===== src/rtl/fifo_uart_tx.sv =====
// ---------------------------------------------------------------------------
// fifo_uart_tx
//
// Read-side consumer for the team word FIFO. Pops one word at a time and
// serialises it onto an asynchronous serial line: one start bit (low),
// DATA_W data bits LSB first, one stop bit (high), CLKS_PER_BIT clocks per
// bit. The FIFO's read_data register is valid the cycle after pop, so a
// CAPTURE state sits between POP and START to pick it up.
//
// Parameters
//   DATA_W        word width, must match the FIFO
//   CLKS_PER_BIT  clock cycles per serial bit (>= 2)
//
// Ports
//   clock       system clock, rising edge
//   rst_n       asynchronous active-low reset
//   tx_en       permits new frames to start (in-flight frames always finish)
//   fifo_empty  FIFO occupancy is zero
//   read_data   FIFO output register, valid the cycle after pop
//   pop         one-cycle read strobe to the FIFO
//   tx          registered serial output, idle high
//   busy        high in every state except IDLE
//   frame_done  one-cycle pulse during the last cycle of the stop bit
// ---------------------------------------------------------------------------
module fifo_uart_tx #(
  parameter int unsigned DATA_W       = 10,
  parameter int unsigned CLKS_PER_BIT = 16
) (
  input  logic              clock,
  input  logic              rst_n,
  input  logic              tx_en,
  input  logic              fifo_empty,
  input  logic [DATA_W-1:0] read_data,
  output logic              pop,
  output logic              tx,
  output logic              busy,
  output logic              frame_done
);

  localparam int unsigned BAUD_W = (CLKS_PER_BIT > 1) ? $clog2(CLKS_PER_BIT) : 1;
  localparam int unsigned IDX_W  = (DATA_W > 1) ? $clog2(DATA_W) : 1;

  localparam logic [BAUD_W-1:0] BAUD_LAST = BAUD_W'(CLKS_PER_BIT - 1);
  localparam logic [IDX_W-1:0]  IDX_LAST  = IDX_W'(DATA_W - 1);

  typedef enum logic [2:0] {
    S_IDLE,
    S_POP,
    S_CAPTURE,
    S_START,
    S_DATA,
    S_STOP
  } state_t;

  state_t              state, state_nx;
  logic [BAUD_W-1:0]   baud, baud_nx;
  logic [IDX_W-1:0]    idx, idx_nx;
  logic [DATA_W-1:0]   shift_reg, shift_nx;
  logic                tx_nx;
  logic                bit_end;

  // Terminal count of the baud counter ends the current bit period.
  assign bit_end = (baud == BAUD_LAST);

  // -------------------------------------------------------------------------
  // State and datapath registers
  // -------------------------------------------------------------------------
  always_ff @(posedge clock or negedge rst_n) begin
    if (!rst_n) begin
      state     <= S_IDLE;
      baud      <= '0;
      idx       <= '0;
      shift_reg <= '0;
      tx        <= 1'b1;
    end else begin
      state     <= state_nx;
      baud      <= baud_nx;
      idx       <= idx_nx;
      shift_reg <= shift_nx;
      tx        <= tx_nx;
    end
  end

  // -------------------------------------------------------------------------
  // Next-state and datapath logic
  // -------------------------------------------------------------------------
  always_comb begin
    state_nx = state;
    baud_nx  = baud;
    idx_nx   = idx;
    shift_nx = shift_reg;

    case (state)
      S_IDLE: begin
        if (tx_en && !fifo_empty) begin
          state_nx = S_POP;
        end
      end

      S_POP: begin
        state_nx = S_CAPTURE;
      end

      S_CAPTURE: begin
        state_nx = S_START;
        shift_nx = read_data;
        baud_nx  = '0;
      end

      S_START: begin
        if (bit_end) begin
          state_nx = S_DATA;
          baud_nx  = '0;
          idx_nx   = '0;
        end else begin
          baud_nx = baud + 1'b1;
        end
      end

      S_DATA: begin
        if (bit_end) begin
          baud_nx  = '0;
          shift_nx = shift_reg >> 1;
          if (idx == IDX_LAST) begin
            state_nx = S_STOP;
            idx_nx   = '0;
          end else begin
            idx_nx = idx + 1'b1;
          end
        end else begin
          baud_nx = baud + 1'b1;
        end
      end

      S_STOP: begin
        if (bit_end) begin
          state_nx = S_IDLE;
          baud_nx  = '0;
        end else begin
          baud_nx = baud + 1'b1;
        end
      end

      default: begin
        state_nx = S_IDLE;
        baud_nx  = '0;
        idx_nx   = '0;
      end
    endcase
  end

  // tx is registered from the next state so the line level lands on the
  // same edge as the state change (tx falls on the CAPTURE->START edge).
  // On DATA entry shift_nx still holds the unshifted word, so bit 0 goes
  // out first.
  always_comb begin
    tx_nx = 1'b1;
    case (state_nx)
      S_START: tx_nx = 1'b0;
      S_DATA:  tx_nx = shift_nx[0];
      default: tx_nx = 1'b1;
    endcase
  end

  // -------------------------------------------------------------------------
  // State-decoded outputs
  // -------------------------------------------------------------------------
  assign pop        = (state == S_POP);
  assign busy       = (state != S_IDLE);
  assign frame_done = (state == S_STOP) && bit_end;

endmodule


===== config.mk =====
export PLATFORM = sky130hd
export DESIGN_NAME = fifo_uart_tx
export DESIGN_NICKNAME = d
export VERILOG_FILES = /design/src/rtl/fifo_uart_tx.sv
export SDC_FILE = /design/constraint.sdc
export NUM_CORES = 1
export LEC_CHECK = 0
export ABC_AREA = 1
export BUFFER_PORTS_ARGS = -buffer_cell sky130_fd_sc_hd__buf_2
export CAP_MARGIN = 20
export CORE_MARGIN = 5
export CORE_UTILIZATION = 55
export DETAILED_ROUTE_END_ITERATION = 6
export PLACE_DENSITY_LB_ADDON = 0.08
export SLEW_MARGIN = 20
export SYNTH_ARGS = -nofsm -noshare
export SYNTH_HDL_FRONTEND = slang
export SYNTH_SLANG_ARGS = --single-unit

===== constraint.sdc =====
create_clock -name clock -period 4.07 [get_ports clock]
set_input_delay 1.0175 -clock clock [delete_from_list [all_inputs] [get_ports clock]]
set_output_delay 1.0175 -clock clock [all_outputs]
set_load 0.02 [all_outputs]

==> Yosys cells after proc, flatten, opt, wreduce, memory -nomap -nowiden <==
Cells that the tools add are included.
{ "totals": {"register_bits": 22, "in_bits": 14, "output_inout_bits": 4, "word_cells": 46} }
{ "classes": {"n_addsub": 2, "n_eq_ne": 11, "muxes": 15, "n_bitwise": 1, "reduce_logical": 11} }
{ "op_table": {"columns": ["cell", "n"], "rows": [
  ["$pmux 10 s2", 1],
  ["$pmux 3 s6", 1],
  ["$mux 4", 4],
  ["$mux 3", 5],
  ["$pmux 4 s3", 1],
  ["$mux 10", 1],
  ["$eq 3x2->1 const B", 3],
  ["$eq 3x3->1 const B", 3],
  ["$add 4x1->4 const B", 2],
  ["$eq 4x4->1 const B", 2],
  ["$pmux 4 s2", 1],
  ["$ne 2x2->1 const B", 2],
  ["$reduce_or 4->1", 1],
  ["$eq 3x1->1 const B", 1],
  ["$logic_not 3->1", 1],
  ["$reduce_and 3->1", 1],
  ["$reduce_bool 3->1", 1],
  ["$reduce_or 3->1", 1],
  ["$logic_and 1x1->1", 2],
  ["$pmux 1 s2", 1],
  ["$reduce_and 2->1", 1],
  ["$reduce_bool 2->1", 1],
  ["$reduce_or 2->1", 1],
  ["$logic_not 1->1", 1],
  ["$not 1->1", 1]
]} }

==> Logic depth before layout (Yosys ltp) <==
Gate-level depths: netlist of run 1.
{ "logic_depth": {"ltp_word": 6, "depth_mapped": 10, "mapped_depth_nobuf": 9} }

==> Worst setup path after synthesis of run 1 <==
No wires, ideal clock.
{ "synth_timing": {"path_kind": "flip-flop to output port", "start": "reg state[1]", "end": "out frame_done", "arrival_ns": 1.061, "required_time_ns": 3.053, "path_slack_ns": 1.992, "stages_incl_launch_ff": 6, "n_path_buf": 0, "path_cell_list": "dfrtp_1 inv_1 nand2_1 nor2_2 inv_1 nor2_1"} }
{ "synth_via": {"elab_chain_len": 2} }
{ "synth_lines": {"columns": ["item", "line", "source"], "rows": [
  ["start, declared", "55", "state_t state, state_nx;"],
  ["start signal, assigned", "76", "state <= state_nx;"],
  ["$eq 3x3->1", "170", "assign frame_done = (state == S_STOP) && bit_end;"],
  ["$logic_and 1x1->1", "170", null],
  ["end, declared", "37", "output logic frame_done"]
]} }
Every way passes these cells.

==> Worst setup path in the final report of run 1 <==
Ends and elaborated chain as after synthesis.

==> flow_summary.toml, run 1 <==
[outcome]
outcome = "complete, no violations"

[pwr]
switching_share_pct = 19.4
power.internal_mw = 0.331
seq_power_share_pct = 55.2
p_per_area_mw_per_mm2 = 307
peakVddDrop_uv = 250
pwr-share-comb_pct = 4.2
p_leak_nw = 0.753
clockPowerShare_pct = 40.7
p_switching_mw = 0.0796

[floorplanning]
core_area_mm2 = 0.00200
rows = 16
io_pins = 18
start_util_pct = 59.4
fp.dieW_um = 56.5
dieArea_mm2 = 0.00319
die_y_um = 56.5

[grt]
overflow = 0
grt_max_degree = 23
antenna_found_initial = 0
track_usage_pct = 15.7
grt_pass1_vias = 896
grt_pass1_wl_um = 3930

[clock_network]
clock_latency_ns = 0.31
hold_buffers = 0
cts_root_buffer = "clkbuf_4"
cts-resized-gates = 0
cts_htree_levels = 1
cts_max_path_buffers = 2
cts_buffers = 3
post_cts_buffers = 0
cts_tree = "built"
clock_sinks = 22
clkTransAtPathRegs_ns = 0.12

[worst_setup_path]
cpPeakStageDelay_ns = 0.43
critical_path_arrival_ns = 1.47
worst_path_most_repeated_cell = "inv_1"
start_kind = "flip-flop"
crit_fanout = 4
endpoint_kind = "output pin"
path_buf_inv = 3
cp_top_family = "flip-flops"
critical_path_class = "reg -> out"
crit_required_ns = 3.05
cp_slowest_cell = "dfrtp_1"
cp_cell_sequence = "inv_1 -> nand2_1 -> nor2_2 -> inv_1 -> nor2_1 -> buf_2"

[drt]
routedWlPerCell_um = 11.7
drc = 0
via_per_inst = 5.13
ant_nets = 0
wl_um = 2170
vias = 949
dr.first_iter.drc_count = 21
drtPass1Iterations = 4

[final_layout]
fin_nets = 176
multiInputGateArea_um2 = 551
diodes = 0
nFillCells = 174
final_layout_size_suffix_gt1_share_pct = 25.3
largest_reg_flops = 10
regArea_um2 = 552
area_growth_pct = 12.5

[yosys]
yosys_warnings = 0
synth_fp_nets = 156
netlist-cell-type-count = 26
ys_ff_latch = 22
netlist.area_leader.share_pct = 44.2
synth_area_leader_cell = "dfrtp_1"
synthesis.area_mm2 = 0.00119
synth_area_leaders = "dfrtp_1 (44%), nand2_1 (12%), a22oi_1 (5.1%)"
avgSynthCellArea_um2 = 8.55
syn_inst = 139
yosysSeqAreaShare_pct = 46.4

[sta]
drv_slew = 0
tightest_slew_ns = 0.485
fin_crit_ns = 2.49
hold_violations = 0
timing.final.crit_share_pct = 61.1
setup_viol = 0
clock_skew_ns = 0.00734
max_slew_margin_pct = 67.6
layout_setup_ws_ns = 1.58
setup-tns-final_ns = 0
max_freq_mhz = 402
rsz0062_at_grt = "false"

[run]
maxCapViolCount = 0

[place]
port_buffers = 17
hpwl_um = 1650
pre_cts_ws_ns = 1.96
place_congestion = 0.769

[min_path]
hold_class = "reg -> reg"
## Yosys cell counts
master   number
nand2_1      37
dfrtp_1      21
inv_1        15
nor2_1       14
a22oi_1       8
nand3_1       6
a21oi_1       4
nand3_2       4
ha_1          3
nand2_2       3
nor2_2        3
o21ai_0       3
buf_6         2
inv_2         2
nor2_4        2
o21ai_1       2
a22o_1        1
a22o_2        1
dfstp_2       1
mux2i_1       1
nand2_4       1
nand3_4       1
nor3_1        1
o21ai_2       1
o22ai_1       1
xor2_1        1
## path summary, 6_finish.rpt
path                            slack (ns)    startpoint           end  depth (start not counted)
worst min register to register        0.50  shift_reg[2]  shift_reg[2]                          2
min in group asynchronous             0.65         rst_n        idx[3]                          1
worst max-delay path                  1.58      state[1]    frame_done                          6
worst max register to register        2.55      state[2]            tx                          9
worst min-delay path                  0.50  shift_reg[2]  shift_reg[2]                          2
max in group asynchronous             3.08         rst_n            tx                          1
## placed cells by master, fill, tap and decap left out, types with 4 or more instances in the layout
cell	Yosys	routed
nor2_1	14	14
nand3_1	6	6
nand3_2	4	4
inv_1	15	15
dfrtp_1	21	21
nand2_1	37	37
buf_2	0	17
a21oi_1	4	4
a22oi_1	8	8
## worst min-delay path: cells and delay by family (launching register included)
kind	cells	cell delay (ns)
flops	1	0.36
simple gates	2	0.11
## cell type report
type                       instances  area share, %
sequential                        22           41.3
multi-input combinational         98           41.2
timing repair buffer              17           6.36
inverter                          17           4.77
tap                               27           2.53
clock inverter                     1           2.25
clock buffer                       3           1.68
## through the flow
| stage | power [mW] | area, um^2 | util (%) | cells | hold WS (ns) |
|---|---|---|---|---|---|
| 3_3_place_gp | 0.247 | 1280 | 64.2 | 181 | 0.464 |
| 2_1_floorplan | 0.236 | 1190 | - | 139 | 0.450 |
| 6_report | 0.411 | 1340 | 66.8 | 185 | 0.498 |
| 5_1_grt | 0.428 | 1340 | 66.8 | 185 | 0.521 |
| 4_1_cts | 0.416 | 1340 | 66.8 | 185 | 0.497 |
| 3_5_place_dp | 0.248 | 1280 | 64.2 | 181 | 0.466 |
## power by group through the flow
stage          Combinational, mW  Sequential, mW  Clock, mW
6_report                  0.0171           0.226      0.167
5_1_grt                   0.0199           0.227      0.181
4_1_cts                   0.0176           0.226      0.172
3_5_place_dp              0.0176           0.230          0
3_3_place_gp              0.0170           0.230          0
2_1_floorplan            0.00517           0.231          0
## kinds of logic after synthesis
group | synth area share (%)
AND/OR/NAND/NOR | 29.9
flip-flops | 46.4
AO/OA/AOI/OAI | 11.7
buffers and inverters | 7.26
adder cells (fa/ha/maj) | 3.16
XOR/XNOR | 0.737
multiplexers | 0.842
## routing by layer
metal,GRT usage [%],wire length [um]
met5,0,0
met4,6.10,31
met3,2.98,79
met2,23.3,992
met1,22.3,1070
Power figures use the tool's default switching activity.
==> run 2, diff against run 1 <==
- clock period: 4.07 -> 2.3 ns (I/O delays scaled with it)
==> flow_summary.toml, run 2 (synthesis results as in run 1) <==
[worst_setup_path]
critPathCapture = "frame_done"
crit_required_ns = 1.73
worstRegToRegCells = 9
r2r-end = "tx"
crit_path_start = "state[1]"
rrSetupSlack_ns = 0.77
start_kind = "flip-flop"
critical_path_arrival_ns = 1.44
crit_fanout = 4
r2r_start = "state[2]"
critical_path_class = "reg -> out"
endpoint_kind = "output pin"

[clock_network]
clock_sinks = 22
hold_buffers = 0
cts_htree_levels = 1
cts-resized-gates = 0
post_cts_buffers = 0
clock_latency_ns = 0.31
cts_buffers = 3
cts_max_path_buffers = 2
cts_tree = "built"
cts_root_buffer = "clkbuf_4"
clkTransAtPathRegs_ns = 0.13

[drt]
dr.first_iter.drc_count = 16
vias = 937
ant_nets = 0
wl_um = 2130
drtPass1Iterations = 4
via_per_inst = 5.06
routedWlPerCell_um = 11.5
drc = 0

[floorplanning]
die_y_um = 56.5
fp.dieW_um = 56.5
core_area_mm2 = 0.00200
io_pins = 18
dieArea_mm2 = 0.00319
start_util_pct = 59.4
rows = 16

[sta]
setup_viol = 0
max_freq_mhz = 497
tightest_slew_ns = 0.491
rsz0062_at_grt = "false"
layout_setup_ws_ns = 0.290
timing.final.crit_share_pct = 87.4
hold_violations = 0
clock_skew_ns = 0.00655
drv_slew = 0
setup-tns-final_ns = 0
hold_slack_ns = 0.209
max_slew_margin_pct = 67.3
fin_crit_ns = 2.01

[final_layout]
fin_nets = 176
mostFrequentLayoutCells = "nand2_1 (37), dfrtp_1 (21), buf_2 (17), inv_1 (15), nor2_1 (14)"
diodes = 0
postLayoutCellArea_mm2 = 0.00134
largest_reg_flops = 10
area_growth_pct = 12.5
final_util_pct = 66.8
final_common_cell = "nand2_1"
nFillCells = 176
final_layout_size_suffix_gt1_share_pct = 25.3

[pwr]
switching_share_pct = 19.3
peakVddDrop_uv = 404
pwr-share-comb_pct = 4.2
seq_power_share_pct = 55.2
power.internal_mw = 0.586
p_switching_mw = 0.140
clockPowerShare_pct = 40.6
p_per_area_mw_per_mm2 = 543
p_leak_nw = 0.753

[grt]
grt_max_degree = 23
antenna_found_initial = 0
overflow = 0
grt_pass1_vias = 876
track_usage_pct = 14.9
grt_pass1_wl_um = 3800

[place]
place_congestion = 0.765
placed_area_mm2 = 0.00128
port_buffers = 17
pre_cts_ws_ns = 0.641
hpwl_um = 1630

[min_path]
hold_class = "in -> async"

[outcome]
outcome = "complete, no violations"

[run]
maxCapViolCount = 0
## run 2: cell counts in the layout (fill, tap and decap cells not counted)
Identical to the previous run, type by type.
## run 2: worst min path at each step
stage	start	to	slack, ns	depth (start not counted)
after floorplan	rst_n	baud[0]	0.28	0
after global placement	shift_reg[7]	shift_reg[7]	0.46	2
after detailed placement	shift_reg[2]	shift_reg[2]	0.47	2
after CTS	rst_n	idx[3]	0.21	1
after global routing	rst_n	idx[3]	0.23	1
final	rst_n	idx[3]	0.21	1
## run 2: metal layers
layer / up-vias / global-route usage [%] / wire, um
met4: 0 / 4.07 / 10
met5: - / 0 / 0
met2: 16 / 23.1 / 1000
li1: 486 / - / -
met3: 2 / 2.98 / 73
met1: 433 / 21.0 / 1050
## run 2: through the flow
step           cells  power (mW)
2_1_floorplan    139       0.417
3_3_place_gp     181       0.438
3_5_place_dp     181       0.439
4_1_cts          185       0.736
5_1_grt          185       0.761
6_report         185       0.726
## run 2: cell type report
class | count | area (um^2) | share of cell area [%]
flip-flops and latches | 22 | 552 | 41.3
clock inverters | 1 | 30.0 | 2.25
clock buffers | 3 | 22.5 | 1.68
well taps | 27 | 33.8 | 2.53
repair buffers | 17 | 85.1 | 6.36
multi-input cells | 98 | 551 | 41.2
inverters | 17 | 63.8 | 4.77
## run 2: critical path, stage by stage, from the launching register on
cell and delay (ns):
dfrtp_1 0.42, inv_1 0.13, nand2_1 0.12, nor2_2 0.16, inv_1 0.06, nor2_1 0.08, buf_2 0.16
## run 2: power groups by stage
stage | Sequential (mW) | Combinational [mW] | Clock (mW)
final | 0.401 | 0.0302 | 0.295
after global placement | 0.408 | 0.0302 | 0
after CTS | 0.401 | 0.0310 | 0.304
after global routing | 0.402 | 0.0350 | 0.324
after detailed placement | 0.408 | 0.0310 | 0
after floorplan | 0.408 | 0.00915 | 0
==> run 3, diff against run 2 <==
- ABC_AREA: 1 -> 0
- BUFFER_PORTS_ARGS: -buffer_cell sky130_fd_sc_hd__buf_2 -> unset
- DONT_BUFFER_PORTS: unset -> 1
==> flow_summary.toml, run 3 <==
[worst_setup_path]
r2r-end = "shift_reg[9]"
rrSetupSlack_ns = 0.50
crit_required_ns = 1.73
critical_path_class = "reg -> out"
crit_fanout = 7
start_kind = "flip-flop"
r2r_start = "state[1]"
endpoint_kind = "output pin"
critical_path_arrival_ns = 1.56
worstRegToRegCells = 4

[floorplanning]
dieArea_mm2 = 0.00314
core_area_mm2 = 0.00198
rows = 16
start_util_pct = 58.8
fp.dieW_um = 56.0
die_y_um = 56.0
io_pins = 18

[sta]
timing.final.crit_share_pct = 92.9
hold_violations = 0
max_slew_margin_pct = 58.4
fin_crit_ns = 2.14
setup-tns-final_ns = 0
setup_viol = 0
rsz0062_at_grt = "false"
clock_skew_ns = 0.0113
tightest_slew_ns = 0.621
drv_slew = 0
max_freq_mhz = 468

[clock_network]
cts_htree_levels = 1
cts_buffers = 3
cts_max_path_buffers = 2
cts_tree = "built"
clock_sinks = 22
clock_latency_ns = 0.30
cts_root_buffer = "clkbuf_4"
clkTransAtPathRegs_ns = 0.12

[grt]
antenna_found_initial = 0
overflow = 0
track_usage_pct = 15.4
grt_pass1_vias = 830
grt_max_degree = 22
grt_pass1_wl_um = 3880

[yosys]
netlist.area_leader.share_pct = 45.1
synth_fp_nets = 132
yosysMostFrequentCell = "dfrtp_1"
async_reset_ff_share_pct = 100
synthesis.area_mm2 = 0.00117
ys_top_cells_by_count = "dfrtp_1 (21), a22o_1 (11), o21ai_0 (9)"
yosysSeqAreaShare_pct = 47.3
yosys_warnings = 0
syn_inst = 115
ys_ff_latch = 22
synth_area_leaders = "dfrtp_1 (45%), a22o_1 (8.3%), a21o_1 (5.2%)"
synth_area_leader_cell = "dfrtp_1"
synth_edf_count = 0
ys.flop_type = "dfrtp_1"
netlist-cell-type-count = 33
avgSynthCellArea_um2 = 10.1

[pwr]
p_per_area_mw_per_mm2 = 500
peakVddDrop_uv = 345
p_leak_nw = 0.566

[place]
dp_cells = 136
place_congestion = 0.818
placed_area_mm2 = 0.00116
hpwl_um = 1550
port_buffers = 0

[drt]
drtPass1Iterations = 4
routedWlPerCell_um = 15.6
drc = 0
vias = 872
wl_um = 2220
dr.first_iter.drc_count = 37
ant_nets = 0
via_per_inst = 6.14

[final_layout]
fin_nets = 133
area_growth_pct = 3.76
largest_reg_flops = 10
final_util_pct = 61.0
regArea_um2 = 552
final_layout_size_suffix_gt1_share_pct = 7.83
nFillCells = 164
final_common_cell = "dfrtp_1"
postLayoutCellArea_mm2 = 0.00121
mostFrequentLayoutCells = "dfrtp_1 (21), a22o_1 (11), o21ai_0 (9), nand3_1 (8), a21o_1 (8)"
diodes = 0
stdcell_count = 142
multiInputGateArea_um2 = 569

[min_path]
hold_class = "in -> async"

[run]
maxCapViolCount = 0

[outcome]
outcome = "complete, no violations"
==> run 3: cell count changes after synthesis, sizes merged, moves of 3 or more <==
cell    change
nand3       -3
a22oi       -8
nand2b      +4
a21o        +8
nand2      -34
o21ai       +3
inv        -15
a22o        +9
nor2       -12
==> run 3: timing repair <==
item	4_1_cts	5_1_grt
setup endpoints to repair	0	1
resized for setup	0	1
hold endpoints to repair	21	0
buffers inserted	0	0
hold buffers	1	0
==> run 3: logic make-up after synthesis <==
family,Yosys count,synth area share (%)
AOI/OAI and AO/OA,41,25.1
adders and majority gates,3,3.22
buffers and inverters,8,4.08
DFF,22,47.3
muxes,3,2.58
and+or+nand+nor,38,17.7
==> run 3: critical path: stages (launching register included) <==
cell and delay, ns:
dfrtp_1 0.44, ha_1 0.25, and3_4 0.25, nand2_1 0.08, nor2_2 0.24
==> run 3: how the worst max path moves through the flow <==
stage / startpoint / end / slack [ns]
finish: baud[0] / frame_done / 0.16
global route: baud[0] / frame_done / 0.03
CTS: baud[0] / frame_done / 0.07
detailed placement: baud[0] / frame_done / 0.43
global placement: baud[0] / frame_done / 0.48
floorplan: baud[0] / frame_done / 0.49
==> run 3: power by group <==
| group | switching [mW] | total (mW) | internal, mW | leakage (nW) |
|---|---|---|---|---|
| Combinational | 0.0119 | 0.0253 | 0.0135 | 0.296 |
| Sequential | 0.00621 | 0.402 | 0.396 | 0.255 |
| Clock | 0.110 | 0.177 | 0.0675 | 0.0150 |
==> run 3: per-stage QoR <==
step / worst slack, ns / power (mW) / hold WS (ns)
final: 0.164 / 0.605 / 0.107
after global placement: 0.476 / 0.424 / 0.280
after CTS: 0.0705 / 0.616 / 0.0925
after floorplan: 0.487 / 0.422 / 0.279
after detailed placement: 0.435 / 0.425 / 0.280
after global routing: 0.0288 / 0.645 / 0.0711
==> run 3: area by class of cell <==
cell class | instances | share of cell area [%]
well taps | 27 | 2.79
clock buffers | 4 | 2.17
flip-flops and latches | 22 | 45.6
repair buffers | 2 | 1.76
multi-input cells | 85 | 47.1
inverters | 2 | 0.620
==> run 3: routing by layer <==
layer,part of all wire [%],vias up,track usage (%)
met3,2.9,4,2.78
met2,45,20,21.7
li1,-,423,-
met1,51,425,23.5
met4,0.95,0,5.08
met5,0,-,0
